==> src/rtl/sdf3_frame_ctrl_pkg.sv <==
// Shared definitions for the radix-2^3 SDF stage frame controller.
// Contents: frame geometry and latency constants, the controller FSM
// state type and the per-beat marker entry carried alongside the stage
// pipeline.
package sdf_ctrl_pkg;

    localparam int N       = 512;
    localparam int LANES   = 16;
    localparam int BEATS   = N / LANES;
    localparam int LAT     = 6;
    localparam int CREDITS = 8;
    localparam int CW      = $clog2(CREDITS + 1);
    localparam int BW      = $clog2(BEATS);

    typedef enum logic [1:0] {
        IDLE  = 2'd0,
        RUN   = 2'd1,
        DRAIN = 2'd2
    } state_t;

    // One slot of the marker pipe that shadows the stage datapath.
    typedef struct packed {
        logic en;
        logic sop;
        logic eop;
        logic mode;
    } pipe_entry_t;

endpackage

==> src/rtl/sdf3_frame_ctrl_if.sv <==
// Upstream beat handshake into the frame controller.
// Signals:
//   in_valid - upstream has a 16-sample beat available
//   in_mode  - fft_mode of the upstream frame (meaningful on its first beat)
//   in_ready - controller accepts the beat this cycle
// Handshake: a beat transfers in every cycle where in_valid and in_ready
// are both high; in_ready never depends on in_valid, and upstream keeps
// in_valid/in_mode stable until the transfer happens.
interface sdf3_frame_ctrl_if;
    logic in_valid;
    logic in_mode;
    logic in_ready;

    modport master (output in_valid, output in_mode, input in_ready);
    modport slave  (input in_valid, input in_mode, output in_ready);
endinterface

==> src/rtl/sdf3_frame_ctrl_valid_pipe.sv <==
// Fixed-depth shift register of frame markers that runs in lock-step with
// the stage's internal latency.
// Ports:
//   clk, rst  - clock, synchronous active-high clear
//   d         - entry entering the pipe this cycle
//   tail      - entry leaving the pipe (DEPTH cycles after it entered)
//   any_valid - at least one stored entry has en set
module sdf_valid_pipe
    import sdf_ctrl_pkg::*;
#(
    parameter int DEPTH = LAT
) (
    input  logic        clk,
    input  logic        rst,
    input  pipe_entry_t d,
    output pipe_entry_t tail,
    output logic        any_valid
);

    pipe_entry_t stage_q [DEPTH];

    always_ff @(posedge clk) begin
        if (rst) begin
            for (int i = 0; i < DEPTH; i++) begin
                stage_q[i] <= '0;
            end
        end else begin
            stage_q[0] <= d;
            for (int i = 1; i < DEPTH; i++) begin
                stage_q[i] <= stage_q[i-1];
            end
        end
    end

    always_comb begin
        any_valid = 1'b0;
        for (int i = 0; i < DEPTH; i++) begin
            any_valid = any_valid | stage_q[i].en;
        end
    end

    assign tail = stage_q[DEPTH-1];

endmodule

==> src/rtl/sdf3_frame_ctrl.sv <==
// Frame sequencer for the 16-lane radix-2^3 SDF stage.
// Accepts beats from upstream, drives the stage input enable, beat index and
// per-frame fft_mode, and regenerates frame markers aligned to the stage
// output enable. Issue is gated on downstream credits because the stage
// cannot stall once a beat has entered.
// Ports:
//   clk, rst   - clock, synchronous active-high reset
//   up         - upstream handshake (in_valid, in_mode, in_ready)
//   credit_ret - downstream freed one beat slot
//   st_en      - stage di_en (high exactly when a beat is accepted)
//   st_mode    - stage fft_mode, constant across a frame
//   st_beat    - index of the beat being issued
//   out_en     - mirror of stage do_en
//   out_sop    - first beat of a frame at the stage output
//   out_eop    - last beat of a frame at the stage output
//   out_mode   - mode of the frame at the stage output
//   busy       - a frame is open or beats are still in flight
//   dbg_state  - current controller state
module sdf3_frame_ctrl
    import sdf_ctrl_pkg::*;
(
    input  logic              clk,
    input  logic              rst,
    sdf3_frame_ctrl_if.slave  up,
    input  logic              credit_ret,
    output logic              st_en,
    output logic              st_mode,
    output logic [BW-1:0]     st_beat,
    output logic              out_en,
    output logic              out_sop,
    output logic              out_eop,
    output logic              out_mode,
    output logic              busy,
    output state_t            dbg_state
);

    state_t        state_q;
    logic [CW-1:0] credit_q;
    logic [CW-1:0] credit_d;
    logic [BW-1:0] beat_q;
    logic          mode_q;

    logic          ready;
    logic          issue;
    logic          last_beat;
    logic          drain_req;
    logic          ret_ok;
    logic          pipe_any;
    pipe_entry_t   pipe_d;
    pipe_entry_t   pipe_tail;

    // A new frame with a different mode may not enter while beats of the
    // old mode are still inside the stage: hold it off and drain first.
    assign drain_req = (state_q == IDLE) && (up.in_mode != mode_q) && pipe_any;

    // rst gates ready so nothing issues while the registers are being cleared.
    assign ready = !rst && (state_q == IDLE || state_q == RUN)
                   && (credit_q != '0) && !drain_req;
    assign up.in_ready = ready;
    assign issue       = up.in_valid && ready;

    assign last_beat = (beat_q == BW'(BEATS - 1));

    // The stage samples fft_mode together with beat 0, so the requested mode
    // is forwarded in that cycle; afterwards the latched value holds.
    assign st_en   = issue;
    assign st_beat = beat_q;
    assign st_mode = (state_q == IDLE && issue) ? up.in_mode : mode_q;

    // Full counter ignores a further return.
    assign ret_ok = credit_ret && (credit_q != CW'(CREDITS));

    always_comb begin
        credit_d = credit_q;
        if (issue && !ret_ok) begin
            credit_d = credit_q - CW'(1);
        end else if (!issue && ret_ok) begin
            credit_d = credit_q + CW'(1);
        end
    end

    always_ff @(posedge clk) begin
        if (rst) begin
            state_q  <= IDLE;
            credit_q <= CW'(CREDITS);
            beat_q   <= '0;
            mode_q   <= 1'b0;
        end else begin
            credit_q <= credit_d;
            case (state_q)
                IDLE: begin
                    if (issue) begin
                        mode_q <= up.in_mode;
                        if (BEATS == 1) begin
                            beat_q  <= '0;
                            state_q <= IDLE;
                        end else begin
                            beat_q  <= BW'(1);
                            state_q <= RUN;
                        end
                    end else if (up.in_valid && drain_req) begin
                        state_q <= DRAIN;
                    end
                end
                RUN: begin
                    if (issue) begin
                        if (last_beat) begin
                            // Back to IDLE so the next frame's mode is
                            // compared before its first beat issues.
                            beat_q  <= '0;
                            state_q <= IDLE;
                        end else begin
                            beat_q <= beat_q + BW'(1);
                        end
                    end
                end
                DRAIN: begin
                    if (!pipe_any) begin
                        state_q <= IDLE;
                    end
                end
                default: state_q <= IDLE;
            endcase
        end
    end

    always_comb begin
        pipe_d      = '0;
        pipe_d.en   = issue;
        pipe_d.sop  = issue && (beat_q == '0);
        pipe_d.eop  = issue && last_beat;
        pipe_d.mode = issue && st_mode;
    end

    sdf_valid_pipe #(.DEPTH(LAT)) u_pipe (
        .clk       (clk),
        .rst       (rst),
        .d         (pipe_d),
        .tail      (pipe_tail),
        .any_valid (pipe_any)
    );

    assign out_en   = pipe_tail.en;
    assign out_sop  = pipe_tail.en && pipe_tail.sop;
    assign out_eop  = pipe_tail.en && pipe_tail.eop;
    assign out_mode = pipe_tail.en && pipe_tail.mode;

    assign busy      = (state_q != IDLE) || pipe_any;
    assign dbg_state = state_q;

    // A return with every slot already free means the downstream is out of
    // step with this controller.
    a_credit_overflow: assert property (@(posedge clk) disable iff (rst)
        !(credit_ret && credit_q == CW'(CREDITS)));

endmodule

==> src/flat_wrapper.sv <==
// flat-port wrapper written by rule: the top's interface ports become plain ports
module sdf3_frame_ctrl_flat import sdf_ctrl_pkg::*;
  (clk, rst, credit_ret, st_en, st_mode, st_beat, out_en, out_sop, out_eop, out_mode, busy, dbg_state, up_in_valid, up_in_mode, up_in_ready);
  sdf3_frame_ctrl_if up_i ();
  input  logic clk;
  input  logic rst;
  input  logic credit_ret;
  output logic st_en;
  output logic st_mode;
  output logic [BW-1:0] st_beat;
  output logic out_en;
  output logic out_sop;
  output logic out_eop;
  output logic out_mode;
  output logic busy;
  output state_t dbg_state;
  input wire logic [$bits(up_i.in_valid)-1:0] up_in_valid;
  input wire logic [$bits(up_i.in_mode)-1:0] up_in_mode;
  output wire logic [$bits(up_i.in_ready)-1:0] up_in_ready;
  assign up_i.in_valid = up_in_valid;
  assign up_i.in_mode = up_in_mode;
  assign up_in_ready = up_i.in_ready;
  sdf3_frame_ctrl u_core (.clk(clk), .rst(rst), .up(up_i), .credit_ret(credit_ret), .st_en(st_en), .st_mode(st_mode), .st_beat(st_beat), .out_en(out_en), .out_sop(out_sop), .out_eop(out_eop), .out_mode(out_mode), .busy(busy), .dbg_state(dbg_state));
endmodule
==> config.mk <==
export PLATFORM = sky130hd
export DESIGN_NAME = sdf3_frame_ctrl_flat
export DESIGN_NICKNAME = d
export VERILOG_FILES = /design/src/rtl/sdf3_frame_ctrl_pkg.sv /design/src/rtl/sdf3_frame_ctrl_if.sv /design/src/rtl/sdf3_frame_ctrl_valid_pipe.sv /design/src/rtl/sdf3_frame_ctrl.sv /design/src/flat_wrapper.sv
export SDC_FILE = /design/constraint.sdc
export NUM_CORES = 1
export LEC_CHECK = 0
export ABC_AREA = 1
export ABC_CLOCK_PERIOD_IN_PS = 3600
export CAP_MARGIN = 0
export CELL_PAD_IN_SITES_DETAIL_PLACEMENT = 1
export CELL_PAD_IN_SITES_GLOBAL_PLACEMENT = 2
export CORE_MARGIN = 8
export CORE_UTILIZATION = 38
export CTS_CLUSTER_DIAMETER = 50
export CTS_CLUSTER_SIZE = 30
export DETAILED_ROUTE_END_ITERATION = 7
export DONT_BUFFER_PORTS = 1
export PLACE_DENSITY_LB_ADDON = 0.1
export SYNTH_ARGS = -nofsm -noshare
export SYNTH_HDL_FRONTEND = slang
export SYNTH_SLANG_ARGS = --single-unit
==> constraint.sdc <==
create_clock -name clk -period 3.6 [get_ports clk]
set_clock_uncertainty 0.2 [all_clocks]
set_input_delay 0.36 -clock clk [delete_from_list [all_inputs] [get_ports clk]]
set_output_delay 0.36 -clock clk [all_outputs]
set_load 0.02 [all_outputs]
==> impl_metrics.env, run 1 <==
export IMPL_synth_seq_cells=36
export IMPL_dp_slack_ns=0.843
export IMPL_port_buffers=0
export IMPL_root_buffer="clkbuf_8"
export IMPL_initialDrtViolationCount=32
export IMPL_slowest_stage="dfxtp_1"
export IMPL_ctsResizeCount=0
export IMPL_startpoint="u_core.dbg_state[1]"
export IMPL_p_int_uw=638
export IMPL_grt_ovfl_total=0
export IMPL_ios=20
export IMPL_slew_headroom=0.404
export IMPL_routed_wl_um=3160
export IMPL_holdPathEnd="u_core.dbg_state[0]"
export IMPL_routed_via_density=4.76
export IMPL_clk_pin_slew_ns=0.08
export IMPL_cp_arrival_ns=2.75
export IMPL_required_ns=3.58
export IMPL_clock_latency_ns=0.28
export IMPL_drv_cap=0
export IMPL_grt_pass1_wl_um=5600
export IMPL_first_pass_iters=4
export IMPL_rr_startpoint="u_core.dbg_state[1]"
export IMPL_synth_top_family_by_area="simple AND/OR/NAND/NOR gates"
export IMPL_drv_slew=0
export IMPL_ys_types=25
export IMPL_fillers=496
export IMPL_fin_cells=246
export IMPL_ys_seq_area_frac=0.474
export IMPL_n_antenna_cell=0
export IMPL_yosys_area_share_xor_xnor=0.0173
export IMPL_seq_power_share=0.484
export IMPL_wl_per_cell_um=12.9
export IMPL_grt_pass1_vias=1252
export IMPL_min_path_cells=3
export IMPL_clkSinkCount=36
export IMPL_crit_chain="nor2_2 > nand2_2 > nor2_4 > nand2_4 > nand3_4 > inv_1 > ha_1 > xor2_1 > ha_1 > a21oi_1 > xnor2_1 > o21ai_0 > inv_1"
export IMPL_worst_pin_slew_ns=0.891
export IMPL_status="complete, no violations"
export IMPL_rsz0062_at_grt="false"
export IMPL_synthToLayoutAreaGrowth_pct=8.57
export IMPL_worstSetupPathType="register to register"
export IMPL_std_cell_rows=23
export IMPL_fin_setup_tns_ns=0
export IMPL_final_cell_area_mm2=0.00165
export IMPL_rr_endpoint="u_core.credit_q[2]"
export IMPL_synth_compound_area_frac=0.0708
export IMPL_r2r_setup_slack_ns=0.83
export IMPL_yosysWarnings=0
export IMPL_die_height_um=79.2
export IMPL_num_vias=1171
export IMPL_post_route_period_util=0.769
export IMPL_dp_cells=237
export IMPL_cts_tree="done"
export IMPL_fmaxAchievable_mhz=361
export IMPL_drc=0
export IMPL_ant_nets=0
export IMPL_crit_path_start_kind="register"
export IMPL_hp_start="rst"
export IMPL_synth_cells=191
export IMPL_grt_max_degree=26
export IMPL_avgSynthCellArea_um2=7.95
export IMPL_crit_path_max_fanout=15
export IMPL_hold_buffers=1
export IMPL_leakage_nw=0.732
export IMPL_post_route_min_period_ns=2.77
export IMPL_fin_ws_ns=0.832
export IMPL_p_per_area_mw_per_mm2=587
export IMPL_core_area_mm2=0.00391
export IMPL_p_comb_frac=0.225
export IMPL_postCtsSetupBuffers=0
export IMPL_die_w_um=79.2
export IMPL_initial_core_util=0.388
export IMPL_setup_violations_final=0
export IMPL_synth_area_mux_share=0
export IMPL_dieArea_mm2=0.00628
export IMPL_synth_nets=202
export IMPL_synthAdderAreaFrac=0.0494
export IMPL_ir_worst_vdd_uv=226
export IMPL_track_usage=0.113
export IMPL_end_kind="register"
export IMPL_netSwitchingPower_uw=331
export IMPL_syn_area_mm2=0.00152
export IMPL_h_tree_depth=2
export IMPL_clock_path_buffers=2
export IMPL_hpwl_um=2420
export IMPL_layout_nets=206
export IMPL_finalHoldViolCount=0
export IMPL_antenna_found_initial=0
export IMPL_yosys_area_share_simple=0.252
export IMPL_rr_worst_depth=13
export IMPL_power_switching_share=0.341
export IMPL_numCtsBuffers=5
export IMPL_min_path_type="input pin to register"
export IMPL_slowest_delay_ns=0.57
export IMPL_drive_above_1_share=0.102
export IMPL_gp_congestion=0.744
export IMPL_place_area_mm2=0.00155
export IMPL_p_clk_frac=0.291
## cell type report
class | count | area, um2 | area share
clock inverters | 3 | 18.8 | 0.0114
flip-flops and latches | 36 | 721 | 0.437
multi-input cells | 106 | 592 | 0.359
well taps | 50 | 62.6 | 0.0379
inverters | 45 | 176 | 0.107
repair buffers | 1 | 10.0 | 0.00607
clock buffers | 5 | 68.8 | 0.0417
## placed cells by master (no fill, tap or decap)
master / instances
inv_1: 44
dfxtp_1: 36
nor2_1: 33
nand2_1: 16
nand3_1: 11
o21ai_0: 8
a21oi_1: 8
ha_1: 6
nor3_1: 5
clkbuf_8: 5
nand4_1: 3
nor2_2: 2
nand2_4: 2
xor2_1: 2
nor3_2: 2
clkinv_2: 2
nand2_2: 1
nor2_4: 1
nand3_2: 1
inv_8: 1
a21oi_4: 1
o21ai_1: 1
nand3_4: 1
a31oi_1: 1
xnor2_1: 1
clkinv_4: 1
dlygate4sd3_1: 1
## registers in the layout (all words and copies together), names as in the netlist
| signal | flops |
|---|---|
| u_core.dbg_state | 2 |
| u_core.mode_q | 1 |
| u_core.credit_q | 4 |
| u_core.st_beat | 5 |
| u_core.u_pipe.stage_q | 24 |
## routing by layer
layer  wire length [um]  vias to the layer above  track usage
met2               1590                       22        0.196
met5                  0                        -            0
met4                 53                        0       0.0500
li1                   -                      586            -
met1               1300                      557        0.113
met3                219                        6       0.0530
## logic make-up (layout without fill, tap and decap cells)
kind of cell    Yosys count  in the layout
simple gates             78             78
buf+inv                  49             54
flops                    36             36
compound gates           19             19
fa+ha+maj                 6              6
xor+xnor                  3              3
## power groups by stage
stage	sequential, mW	clock [mW]	combinational [mW]
floorplan	0.468	0	0.187
global placement	0.477	0	0.207
detailed placement	0.479	0	0.215
CTS	0.469	0.297	0.223
global route	0.474	0.314	0.254
finish	0.469	0.282	0.218
## critical path, delay by kind of cell (launching register included)
kind	cells	cell delay, ns
flops	1	0.57
buf+inv	2	0.35
simple gates	5	0.47
fa+ha+maj	2	0.48
compound gates	2	0.20
xor+xnor	2	0.40
## through the flow
stage	total power, mW	utilization	hold slack (ns)
CTS	0.989	0.421	0.00611
global placement	0.684	0.396	0.194
floorplan	0.655	-	0.188
global route	1.04	0.421	0.0157
finish	0.968	0.421	0.0145
detailed placement	0.694	0.396	0.199
## how the worst max path moves through the flow
stage / end / slack (ns) / cells after the start
floorplan: u_core.credit_q[2] / 1.23 / 13
global placement: u_core.credit_q[2] / 0.94 / 13
detailed placement: u_core.credit_q[2] / 0.84 / 13
CTS: u_core.credit_q[2] / 0.82 / 13
global route: u_core.credit_q[2] / 0.60 / 13
finish: u_core.credit_q[2] / 0.83 / 13
## cells in the mapped netlist
cell / instances / area share
a21oi_4: 1 / 0.011
buf_6: 2 / 0.015
nor2_4: 1 / 0.0074
a21oi_1: 8 / 0.026
nand3_4: 1 / 0.012
nand2_1: 16 / 0.040
nor3_2: 2 / 0.013
o21ai_1: 1 / 0.0033
ha_1: 6 / 0.049
o21ai_0: 8 / 0.026
nand2_2: 1 / 0.0041
clkbuf_1: 2 / 0.0049
dfxtp_1: 36 / 0.47
inv_8: 1 / 0.0074
xor2_1: 2 / 0.012
inv_1: 44 / 0.11
nand2_4: 2 / 0.015
nand3_2: 1 / 0.0066
nand3_1: 11 / 0.036
a31oi_1: 1 / 0.0041
nor2_1: 33 / 0.082
nand4_1: 3 / 0.012
nor2_2: 2 / 0.0082
nor3_1: 5 / 0.016
xnor2_1: 1 / 0.0058
Note: power is estimated with default switching activity, not from simulation.
==> run 2: changes to the inputs <==
--- a/config.mk
+++ b/config.mk
@@ -6,12 +6,12 @@
 export NUM_CORES = 1
 export LEC_CHECK = 0
 export ABC_AREA = 1
-export ABC_CLOCK_PERIOD_IN_PS = 3600
+export ABC_CLOCK_PERIOD_IN_PS = 2680
 export CAP_MARGIN = 0
 export CELL_PAD_IN_SITES_DETAIL_PLACEMENT = 1
 export CELL_PAD_IN_SITES_GLOBAL_PLACEMENT = 2
 export CORE_MARGIN = 8
-export CORE_UTILIZATION = 38
+export CORE_UTILIZATION = 36
 export CTS_CLUSTER_DIAMETER = 50
 export CTS_CLUSTER_SIZE = 30
 export DETAILED_ROUTE_END_ITERATION = 7
==> constraint.sdc (replaced) <==
create_clock -name clk -period 2.68 [get_ports clk]
set_clock_uncertainty 0.2 [all_clocks]
set_input_delay 0.268 -clock clk [delete_from_list [all_inputs] [get_ports clk]]
set_output_delay 0.268 -clock clk [all_outputs]
set_load 0.02 [all_outputs]
==> impl_metrics.env, run 2 (synthesized netlist as in run 1, its figures left out) <==
export IMPL_final_cell_mix="inv_1, dfxtp_1, nor2_1"
export IMPL_end_kind="register"
export IMPL_final_common_cell="inv_1"
export IMPL_finalHoldViolCount=0
export IMPL_rsz0062_at_grt="false"
export IMPL_cts_tree="done"
export IMPL_clkSinkCount=36
export IMPL_wl_per_cell_um=13.3
export IMPL_crit_chain="ha_1 > inv_1 > nor3_1 > ha_1 > nor3_1 > nand3_1 > a21oi_1 > dlygate4sd3_1"
export IMPL_drc=0
export IMPL_finalPower_mw=1.34
export IMPL_synthToLayoutAreaGrowth_pct=23.2
export IMPL_antenna_found_initial=0
export IMPL_rr_startpoint="u_core.st_beat[0]"
export IMPL_status="complete, no violations"
export IMPL_slew_headroom=0.599
export IMPL_required_ns=2.72
export IMPL_post_route_min_period_ns=2.45
export IMPL_postCtsSetupBuffers=0
export IMPL_crit_path_start_kind="register"
export IMPL_drv_slew=0
export IMPL_startpoint="u_core.st_beat[0]"
export IMPL_crit_family="buffers and inverters"
export IMPL_setup_violations_final=0
export IMPL_worstSetupPathType="register to register"
export IMPL_std_cell_rows=23
export IMPL_fmaxAchievable_mhz=408
export IMPL_final_cell_area_mm2=0.00187
export IMPL_drive_above_1_share=0.110
export IMPL_gp_congestion=0.771
export IMPL_leakage_nw=0.892
export IMPL_num_vias=1254
export IMPL_crit_path_max_fanout=5
export IMPL_hp_start="up_in_valid"
export IMPL_grt_max_degree=21
export IMPL_track_usage=0.122
export IMPL_root_buffer="clkbuf_8"
export IMPL_fillers=506
export IMPL_fin_setup_tns_ns=0
export IMPL_routed_via_density=4.66
export IMPL_grt_ovfl_total=0
export IMPL_min_path_type="input pin to register"
export IMPL_drv_cap=0
export IMPL_ios=20
export IMPL_die_w_um=81.0
export IMPL_p_per_area_mw_per_mm2=715
export IMPL_slowest_stage="dlygate4sd3_1"
export IMPL_worstPathBufferInverterCount=2
export IMPL_grt_pass1_wl_um=6210
export IMPL_ir_worst_vdd_uv=301
export IMPL_worst_pin_slew_ns=0.602
export IMPL_layout_nets=229
export IMPL_first_pass_iters=3
export IMPL_h_tree_depth=2
export IMPL_grt_pass1_vias=1358
export IMPL_initialDrtViolationCount=41
export IMPL_routed_wl_um=3570
export IMPL_post_route_period_util=0.916
export IMPL_slowest_delay_ns=0.55
export IMPL_dieArea_mm2=0.00655
export IMPL_clk_pin_slew_ns=0.07
export IMPL_ant_nets=0
export IMPL_place_area_mm2=0.00158
export IMPL_largest_register_ffs=24
export IMPL_port_buffers=0
export IMPL_clock_path_buffers=2
export IMPL_largest_register="u_core.u_pipe.stage_q"
export IMPL_cp_arrival_ns=2.49
export IMPL_numCtsBuffers=5
export IMPL_clock_latency_ns=0.29
export IMPL_n_antenna_cell=0
export IMPL_die_height_um=81.0
export IMPL_core_area_mm2=0.00403
export IMPL_hpwl_um=2460
export IMPL_initial_core_util=0.377
run 2: changes by cell type in the layout (fill, tap and decap cells not counted):
| cell | delta |
|---|---|
| dlygate4sd3_1 | +18 |
| dlymetal6s4s_1 | +1 |
| buf_4 | +4 |
run 2: metal layers:
metal,up-vias,global-route usage,share of wire,wire length [um]
li1,633,-,-,-
met1,597,0.125,0.42,1500
met2,19,0.213,0.50,1780
met3,5,0.0552,0.065,231
met4,0,0.0482,0.015,53
met5,-,0,0,0
run 2: what timing repair did:
item,in CTS,in global routing
endpoints found under the setup margin,0,3
hold buffers,20,0
gates resized for setup,0,1
endpoints found under the hold margin,30,0
run 2: final timing paths:
| check | to | slack (ns) | depth (start not counted) |
|---|---|---|---|
| worst max-delay path | u_core.st_beat[1] | 0.23 | 8 |
| worst min-delay path | u_core.dbg_state[0] | 0.08 | 4 |
| worst max register to register | u_core.st_beat[1] | 0.23 | 8 |
| worst min register to register | u_core.u_pipe.stage_q[1][2] | 0.21 | 2 |
run 2: power breakdown:
group | total (mW) | switching (mW) | internal [mW]
clock | 0.390 | 0.209 | 0.181
sequential | 0.619 | 0.0423 | 0.577
combinational | 0.330 | 0.212 | 0.118
total | 1.34 | 0.463 | 0.876
run 2: final cells by class:
| cell class | instances | area (um2) | share of cell area |
|---|---|---|---|
| multi-input cells | 106 | 592 | 0.316 |
| clock inverters | 3 | 18.8 | 0.0100 |
| repair buffers | 24 | 233 | 0.124 |
| well taps | 50 | 62.6 | 0.0334 |
| clock buffers | 5 | 68.8 | 0.0368 |
| flip-flops and latches | 36 | 721 | 0.385 |
| inverters | 45 | 176 | 0.0943 |
run 2: worst reg2reg max path, delay by kind of cell (launching register included):
kind / cells / cell delay, ns
AO/OA/AOI/OAI: 1 / 0.13
adder cells (fa/ha/maj): 2 / 0.46
buffers and inverters: 2 / 0.65
flip-flops: 1 / 0.42
AND/OR/NAND/NOR: 3 / 0.54
run 2: stage by stage:
stage | setup WS (ns) | cells | util | hold WS (ns)
floorplan | 0.312 | 191 | - | 0.188
global placement | 0.415 | 241 | 0.393 | 0.142
global route | 0.0344 | 269 | 0.465 | 0.113
detailed placement | 0.308 | 241 | 0.393 | 0.145
CTS | 0.00704 | 269 | 0.464 | 0.0642
finish | 0.226 | 269 | 0.465 | 0.0782
==> run 3: changes to the inputs <==
--- a/config.mk
+++ b/config.mk
@@ -6,12 +6,12 @@
 export NUM_CORES = 1
 export LEC_CHECK = 0
 export ABC_AREA = 1
-export ABC_CLOCK_PERIOD_IN_PS = 2680
+export ABC_CLOCK_PERIOD_IN_PS = 2000
 export CAP_MARGIN = 0
 export CELL_PAD_IN_SITES_DETAIL_PLACEMENT = 1
 export CELL_PAD_IN_SITES_GLOBAL_PLACEMENT = 2
 export CORE_MARGIN = 8
-export CORE_UTILIZATION = 36
+export CORE_UTILIZATION = 32
 export CTS_CLUSTER_DIAMETER = 50
 export CTS_CLUSTER_SIZE = 30
 export DETAILED_ROUTE_END_ITERATION = 7
==> constraint.sdc (replaced) <==
create_clock -name clk -period 2 [get_ports clk]
set_clock_uncertainty 0.2 [all_clocks]
set_input_delay 0.2 -clock clk [delete_from_list [all_inputs] [get_ports clk]]
set_output_delay 0.2 -clock clk [all_outputs]
set_load 0.02 [all_outputs]
==> impl_metrics.env, run 3 (synthesized netlist as in run 1, its figures left out) <==
export IMPL_rsz0062_at_grt="true"
export IMPL_status="complete, but fails checks"
export IMPL_slowest_stage="dfxtp_4"
export IMPL_final_common_cell="inv_1"
export IMPL_cts_tree="done"
export IMPL_ir_worst_vdd_uv=474
export IMPL_root_buffer="clkbuf_8"
export IMPL_num_vias=1296
export IMPL_leakage_nw=0.933
export IMPL_layout_nets=242
export IMPL_grt_pass1_vias=1422
export IMPL_routed_wl_um=3860
export IMPL_end_kind="register"
export IMPL_worstSetupPathType="register to register"
export IMPL_clock_latency_ns=0.29
export IMPL_crit_path_max_fanout=3
export IMPL_routed_via_density=4.53
export IMPL_fin_setup_tns_ns=-0.201
export IMPL_fin_ws_ns=-0.0875
export IMPL_worst_pin_slew_ns=0.840
export IMPL_h_tree_depth=2
export IMPL_grt_max_degree=24
export IMPL_required_ns=1.98
export IMPL_synthToLayoutAreaGrowth_pct=38.5
export IMPL_slew_headroom=0.438
export IMPL_ant_nets=0
export IMPL_violations="setup timing"
export IMPL_setup_violations_final=4
export IMPL_crit_chain="nor2_4 > nand2_2 > nor2_4 > nand2_4 > nand3_4 > clkinvlp_4 > ha_4 > xor2_4 > ha_4 > a21oi_2 > xnor2_1 > o21ai_1 > inv_1"
export IMPL_post_route_min_period_ns=2.09
export IMPL_n_antenna_cell=0
export IMPL_slowest_delay_ns=0.35
export IMPL_holdWs_ns=0.0413
export IMPL_antenna_found_initial=0
export IMPL_wl_met3_um=225
export IMPL_fmaxAchievable_mhz=479
export IMPL_clk_pin_slew_ns=0.08
export IMPL_drc=0
export IMPL_finalPower_mw=2.23
export IMPL_final_cell_area_mm2=0.00210
export IMPL_largest_register_ffs=24
export IMPL_clkSinkCount=36
export IMPL_ios=20
export IMPL_post_route_period_util=1.04
export IMPL_numCtsBuffers=5
export IMPL_dp_cells=265
export IMPL_hp_start="up_in_valid"
export IMPL_wl_met1_um=1460
export IMPL_port_buffers=0
export IMPL_grt_ovfl_total=0
export IMPL_startpoint="u_core.dbg_state[0]"
export IMPL_dp_slack_ns=-0.131
export IMPL_final_cell_mix="inv_1, buf_4, dfxtp_1"
export IMPL_drv_cap=0
export IMPL_wl_per_cell_um=13.5
export IMPL_std_cell_rows=25
export IMPL_track_usage=0.115
export IMPL_min_path_type="input pin to register"
export IMPL_p_per_area_mw_per_mm2=1060
export IMPL_rr_startpoint="u_core.dbg_state[0]"
export IMPL_highest_layer="met4"
export IMPL_initial_core_util=0.326
export IMPL_finalHoldViolCount=0
export IMPL_drv_slew=0
export IMPL_fin_cells=286
export IMPL_core_area_mm2=0.00466
export IMPL_largest_register="u_core.u_pipe.stage_q"
export IMPL_initialDrtViolationCount=22
export IMPL_drive_above_1_share=0.336
export IMPL_hpwl_um=2720
export IMPL_postLayoutCoreUtil=0.451
export IMPL_gp_congestion=0.733
export IMPL_crit_path_start_kind="register"
export IMPL_grt_pass1_wl_um=6560
export IMPL_place_area_mm2=0.00178
export IMPL_die_height_um=84.9
export IMPL_first_pass_iters=4
export IMPL_clock_path_buffers=2
export IMPL_die_w_um=84.9
export IMPL_dieArea_mm2=0.00721
export IMPL_cp_arrival_ns=2.07
export IMPL_met2_length_um=2110
==> run 3: routing by layer <==
metal,GRT usage,vias to the layer above
li1,-,656
met3,0.0463,6
met2,0.208,17
met1,0.114,617
met5,0,-
met4,0.0485,0
==> run 3: cell type report <==
| cell class | count | area [um2] |
|---|---|---|
| clock buffers | 7 | 97.6 |
| clock inverters | 1 | 5.00 |
| fillers | 544 | 2560 |
| inverters | 45 | 180 |
| multi-input cells | 106 | 718 |
| flip-flops and latches | 36 | 731 |
| well taps | 54 | 67.6 |
| repair buffers | 37 | 304 |
==> run 3: path summary, 6_finish.rpt <==
kind	endpoint	slack [ns]	cells after the start
setup reg to reg	u_core.credit_q[2]	-0.09	13
setup / recovery	u_core.credit_q[2]	-0.09	13
hold / removal	u_core.dbg_state[0]	0.04	4
hold reg to reg	u_core.u_pipe.stage_q[1][0]	0.20	2
==> run 3: what timing repair did <==
| action | in CTS | in global routing |
|---|---|---|
| setup endpoints to repair | 4 | 9 |
| pin swaps | 4 | 4 |
| hold endpoints to repair | 32 | 0 |
| setup buffers | 4 | 4 |
| hold buffers | 5 | 0 |
| gates resized for setup | 14 | 15 |
==> run 3: worst max-delay path: cells and delay by family, from the launching register on <==
family	cells	cell delay (ns)
buffers and inverters	2	0.17
and+or+nand+nor	5	0.41
AOI/OAI and AO/OA	2	0.23
DFF	1	0.35
xor gates and xnor gates	2	0.26
adders and majority gates	2	0.37
==> run 3: power by group <==
group / leakage [nW] / total, mW / internal, mW / switching (mW)
clock: 0.0534 / 0.578 / 0.320 / 0.258
combinational: 0.584 / 0.833 / 0.391 / 0.442
sequential: 0.295 / 0.820 / 0.777 / 0.0434
total: 0.933 / 2.23 / 1.49 / 0.743
